**src/rtl/control_fsm.sv**
```systemverilog
// Multicycle MIPS main control: Moore FSM driving datapath enables/selects,
// plus a retired-instruction counter for debug.
module control_fsm #(
    parameter int unsigned CNT_W = 32
) (
    input  logic             clk,
    input  logic             rst_n,
    input  logic [5:0]       opcode,
    input  logic             zero,
    output logic             pc_w,
    output logic             pc_w_cond,
    output logic             i_or_d,
    output logic             mem_r,
    output logic             mem_w,
    output logic             ir_w,
    output logic             mem_to_reg,
    output logic             reg_dst,
    output logic             reg_w,
    output logic             alu_src_a,
    output logic [1:0]       alu_src_b,
    output logic [1:0]       alu_op,
    output logic [1:0]       pc_src,
    output logic             pc_w_en,
    output logic [3:0]       state,
    output logic             illegal_op,
    output logic [CNT_W-1:0] instr_count
);

    typedef enum logic [3:0] {
        FETCH     = 4'd0,
        DECODE    = 4'd1,
        MEM_ADDR  = 4'd2,
        MEM_READ  = 4'd3,
        MEM_WB    = 4'd4,
        MEM_WRITE = 4'd5,
        R_EXEC    = 4'd6,
        R_WB      = 4'd7,
        BRANCH    = 4'd8,
        JUMP      = 4'd9,
        ADDI_EXEC = 4'd10,
        ADDI_WB   = 4'd11
    } state_t;

    localparam logic [5:0] OP_RTYPE = 6'b000000;
    localparam logic [5:0] OP_LW    = 6'b100011;
    localparam logic [5:0] OP_SW    = 6'b101011;
    localparam logic [5:0] OP_BEQ   = 6'b000100;
    localparam logic [5:0] OP_J     = 6'b000010;
    localparam logic [5:0] OP_ADDI  = 6'b001000;

    typedef struct packed {
        logic       pc_w;
        logic       pc_w_cond;
        logic       i_or_d;
        logic       mem_r;
        logic       mem_w;
        logic       ir_w;
        logic       mem_to_reg;
        logic       reg_dst;
        logic       reg_w;
        logic       alu_src_a;
        logic [1:0] alu_src_b;
        logic [1:0] alu_op;
        logic [1:0] pc_src;
    } ctrl_t;

    state_t           state_q;
    state_t           state_d;
    ctrl_t            ctrl_q;
    logic [CNT_W-1:0] count_q;

    function automatic logic is_legal(input logic [5:0] op);
        return (op == OP_RTYPE) || (op == OP_LW) || (op == OP_SW) ||
               (op == OP_BEQ) || (op == OP_J) || (op == OP_ADDI);
    endfunction

    function automatic ctrl_t decode(input state_t s);
        ctrl_t c;
        c = '0;
        case (s)
            FETCH: begin
                c.mem_r = 1'b1; c.ir_w = 1'b1; c.alu_src_b = 2'b01; c.pc_w = 1'b1;
            end
            DECODE:    c.alu_src_b = 2'b11;
            MEM_ADDR:  begin c.alu_src_a = 1'b1; c.alu_src_b = 2'b10; end
            MEM_READ:  begin c.mem_r = 1'b1; c.i_or_d = 1'b1; end
            MEM_WB:    begin c.reg_w = 1'b1; c.mem_to_reg = 1'b1; end
            MEM_WRITE: begin c.mem_w = 1'b1; c.i_or_d = 1'b1; end
            R_EXEC:    begin c.alu_src_a = 1'b1; c.alu_op = 2'b10; end
            R_WB:      begin c.reg_w = 1'b1; c.reg_dst = 1'b1; end
            BRANCH: begin
                c.alu_src_a = 1'b1; c.alu_op = 2'b01; c.pc_w_cond = 1'b1; c.pc_src = 2'b01;
            end
            JUMP:      begin c.pc_w = 1'b1; c.pc_src = 2'b10; end
            ADDI_EXEC: begin c.alu_src_a = 1'b1; c.alu_src_b = 2'b10; end
            ADDI_WB:   c.reg_w = 1'b1;
            default:   c = '0;
        endcase
        return c;
    endfunction

    function automatic state_t next_of(input state_t s, input logic [5:0] op);
        case (s)
            FETCH: return DECODE;
            DECODE: begin
                case (op)
                    OP_LW, OP_SW: return MEM_ADDR;
                    OP_RTYPE:     return R_EXEC;
                    OP_BEQ:       return BRANCH;
                    OP_J:         return JUMP;
                    OP_ADDI:      return ADDI_EXEC;
                    default:      return FETCH;
                endcase
            end
            MEM_ADDR:  return (op == OP_SW) ? MEM_WRITE : MEM_READ;
            MEM_READ:  return MEM_WB;
            R_EXEC:    return R_WB;
            ADDI_EXEC: return ADDI_WB;
            default:   return FETCH;
        endcase
    endfunction

    function automatic logic retires(input state_t s);
        return (s == MEM_WB) || (s == MEM_WRITE) || (s == R_WB) ||
               (s == BRANCH) || (s == JUMP) || (s == ADDI_WB);
    endfunction

    always_comb begin
        state_d = next_of(state_q, opcode);
    end

    // Outputs are registered from the next-state decode, so ctrl_q always
    // equals the Moore decode of state_q without a combinational output path.
    always_ff @(posedge clk) begin
        if (!rst_n) begin
            state_q <= FETCH;
            ctrl_q  <= decode(FETCH);
            count_q <= '0;
        end else begin
            state_q <= state_d;
            ctrl_q  <= decode(state_d);
            if (retires(state_q)) begin
                count_q <= count_q + CNT_W'(1);
            end
        end
    end

    assign pc_w        = ctrl_q.pc_w;
    assign pc_w_cond   = ctrl_q.pc_w_cond;
    assign i_or_d      = ctrl_q.i_or_d;
    assign mem_r       = ctrl_q.mem_r;
    assign mem_w       = ctrl_q.mem_w;
    assign ir_w        = ctrl_q.ir_w;
    assign mem_to_reg  = ctrl_q.mem_to_reg;
    assign reg_dst     = ctrl_q.reg_dst;
    assign reg_w       = ctrl_q.reg_w;
    assign alu_src_a   = ctrl_q.alu_src_a;
    assign alu_src_b   = ctrl_q.alu_src_b;
    assign alu_op      = ctrl_q.alu_op;
    assign pc_src      = ctrl_q.pc_src;
    assign pc_w_en     = ctrl_q.pc_w | (ctrl_q.pc_w_cond & zero);
    assign state       = state_q;
    assign illegal_op  = (state_q == DECODE) && !is_legal(opcode);
    assign instr_count = count_q;

endmodule

```
**config.mk**
```make
export PLATFORM = sky130hd
export DESIGN_NAME = control_fsm
export DESIGN_NICKNAME = d
export VERILOG_FILES = /design/src/rtl/control_fsm.sv
export SDC_FILE = /design/constraint.sdc
export NUM_CORES = 1
export LEC_CHECK = 0
export CAP_MARGIN = 40
export CORE_ASPECT_RATIO = 0.5
export CORE_MARGIN = 3
export CORE_UTILIZATION = 45
export DETAILED_ROUTE_END_ITERATION = 10
export GPL_ROUTABILITY_DRIVEN = 0
export PLACE_DENSITY = 0.78
export SYNTH_ARGS = -nofsm -noshare
export SYNTH_HDL_FRONTEND = slang
export SYNTH_SLANG_ARGS = --single-unit
```
**constraint.sdc**
```tcl
create_clock -name clk -period 5.5 [get_ports clk]
set_clock_uncertainty 0.15 [all_clocks]
set_input_delay 1.375 -clock clk [delete_from_list [all_inputs] [get_ports clk]]
set_output_delay 1.375 -clock clk [all_outputs]
set_load 0.02 [all_outputs]
```
==> impl_results.md <==
- Outcome: complete, no violations
- Setup violators final: 0
- Worst endpoint required time: 3.97 ns
- Initial core utilization: 48.76%
- CP Class: in -> out
- Clk pwr share: 37.6%
- Vias post-DR: 2,065
- Worst Setup End Kind: output port
- Post-route setup slack: 0.8550 ns
- Yosys top cell area share: 44.89%
- Die Y: 55.78 um
- Worst slack, placed: 0.8894 ns
- Synth Register Bits: 50
- Net Sw Frac: 21.73%
- I/O Buffers: 62
- Final Cycle Share: 84.46%
- Achievable Freq: 215.3 MHz
- Cell taking the most area after synthesis: dfxtp_1
- Antenna Nets Post-Route: 0
- Peak supply drop: 0.1118 mV
- First-pass GRT wire length: 8756 um
- GRT Residual Overflow: 0
- CP Launch Type: input pin
- Die W: 105.5 um
- Post-CTS Hold Buffers: 0
- Ports: 63
- Syn Inst Count: 263
- Resized Gates After CTS: 0
- CTS tree: built
- FILL cells: 388
- RSZ-0062 raised after global routing: false
- Logic pwr share: 7.6%
- Die area: 5887 um2
- Async S/R FF share, synth: 0%
- Yosys warns: 0
- Cell Pwr Density: 223.5 nW/um2
- Most common flop cell mapped by yosys: dfxtp_1
- Slew Viols, Final: 0
- Share of cells above drive strength 1: 4.050%
- Detailed Route WL: 5180 um
- NetSw: 145.9 uW
- Root buf cell: clkbuf_8
- Area Growth Syn to Fin: 34.79%
- Slew headroom: 47.10%
- Mapped Nets: 273
- Vias in the first global route: 1,957
- TritonRoute pass-1 iters: 4
- CORE AREA: 4573 um2
- Cell variety after synth: 39
- Tot GR Track Use: 17.79%
- Longest Clk Path Bufs: 2
- Maxcap violations: 0
- DP HPWL: 3794 um
- Top cells by area, synth: dfxtp_1, xnor2_1, nor2_1, nand2_1, o21ai_0
- Int Pwr: 525.7 uW
- Reg power frac: 54.8%
- Post-synth top cells: dfxtp_1, nor2_1, nand2_1
- ANT cells: 0
- Top-count cell post-synth: dfxtp_1
- Clock Sinks: 50
- Clock transition at the registers of the reported paths: 0.09 ns
- TritonCTS buffer count: 5
- Crit path DAT: 3.12 ns
- Post-Syn Area per Cell: 8.478 um2
- 1st-iter DRT viols: 47
- HP Class: reg -> reg
- Vias/cell: 5.336
- Seq/Total Area, Yosys: 44.89%
- Final nets: 330
- Htree depth: 2
- Drt drc: 0
- Max reg flops: 32
- CP max FO: 7
- WL/cell: 13.39 um
- Skew-Pair Late Insertion Delay: 0.29 ns
- Slew @ Worst Pin: 0.7825 ns
- Static Leak: 0.001061 uW
- WHS: 0.3446 ns
- Final Hold Fails: 0
- Synthesized cell area: 2230 um2
- Row count: 17
- Final Critical Period: 4.645 ns
- Fin Setup TNS: 0 ns
- Initial antenna violation count: 0
- Post-synth EDFFs: 0
- Pin count of the biggest net entering global routing: 25
- Post-CTS setup buffer count: 0
[area by class of cell]
type,count,area [um2],area share [%]
clock inverters,1,30.03,0.9992
inverters,7,26.28,0.8743
multi-input cells,193,1141,37.97
repair buffers,63,648.1,21.57
well taps,66,82.58,2.748
clock buffers,7,76.32,2.540
flip-flops and latches,50,1001,33.31
[critical path, cell delays in order]
cell and delay, ns:
clkdlybuf4s50_1 0.52, xor2_1 0.21, o211ai_1 0.21, and3_1 0.21, clkdlybuf4s50_1 0.60
[per-layer routing]
metal | vias to the layer above | global-route usage (%) | wire [um]
met3 | 11 | 3.824 | 260
met5 | - | 0 | 0
li1 | 1025 | - | -
met1 | 974 | 20.97 | 2216
met2 | 55 | 31.88 | 2604
met4 | 0 | 6.827 | 99
[power groups by stage]
stage	Combinational, uW	Clock [uW]	Sequential (uW)
2_1_floorplan	20.9	0	381
3_3_place_gp	47.0	0	376
3_5_place_dp	50.7	0	376
4_1_cts	51.0	262	368
5_1_grt	54.7	280	369
6_report	51.1	253	368
[metrics by stage]
step / total power (uW) / util, % / instance area [um2] / cells
floorplan: 402.0 / - / 2230 / 263
global placement: 423.4 / 62.79 / 2872 / 378
detailed placement: 427.1 / 63.39 / 2899 / 379
CTS: 680.5 / 65.72 / 3005 / 387
global route: 703.7 / 65.72 / 3005 / 387
finish: 671.6 / 65.72 / 3005 / 387
[cell families after synthesis]
kind of cell | share of synthesized area, %
flip-flops | 44.89
AO/OA/AOI/OAI | 8.867
multiplexers | 2.694
AND/OR/NAND/NOR | 30.42
adder cells (fa/ha/maj) | 0.5611
buffers and inverters | 3.928
XOR/XNOR | 8.642
[path summary, 6_finish.rpt]
| path | slack, ns | start | end | depth (start not counted) |
|---|---|---|---|---|
| worst max-delay path | 0.85 | opcode[1] | illegal_op | 5 |
| worst max register to register | 2.60 | state[2] | instr_count[25] | 5 |
| worst min-delay path | 0.34 | instr_count[31] | instr_count[31] | 2 |
| worst min register to register | 0.34 | instr_count[31] | instr_count[31] | 2 |
[placed cells by master (no fill, tap or decap), drive strengths merged, types with 2 or more instances in the layout]
master / synthesis / layout
and4: 5 / 5
and3: 5 / 5
a31oi: 2 / 2
a21oi: 10 / 10
or2: 4 / 4
o21ai: 16 / 16
nand4: 5 / 5
nor3b: 3 / 3
inv: 7 / 7
clkbuf: 7 / 7
nor3: 10 / 10
or3b: 2 / 2
or3: 6 / 6
nand2: 25 / 25
xnor2: 14 / 14
nor2: 29 / 29
dfxtp: 50 / 50
or4: 2 / 2
nor4: 7 / 7
mux2i: 6 / 6
nand2b: 6 / 6
nand3: 12 / 12
xor2: 8 / 8
clkdlybuf4s50: 0 / 62
nor2b: 3 / 3
Power figures use the tool's default switching activity.
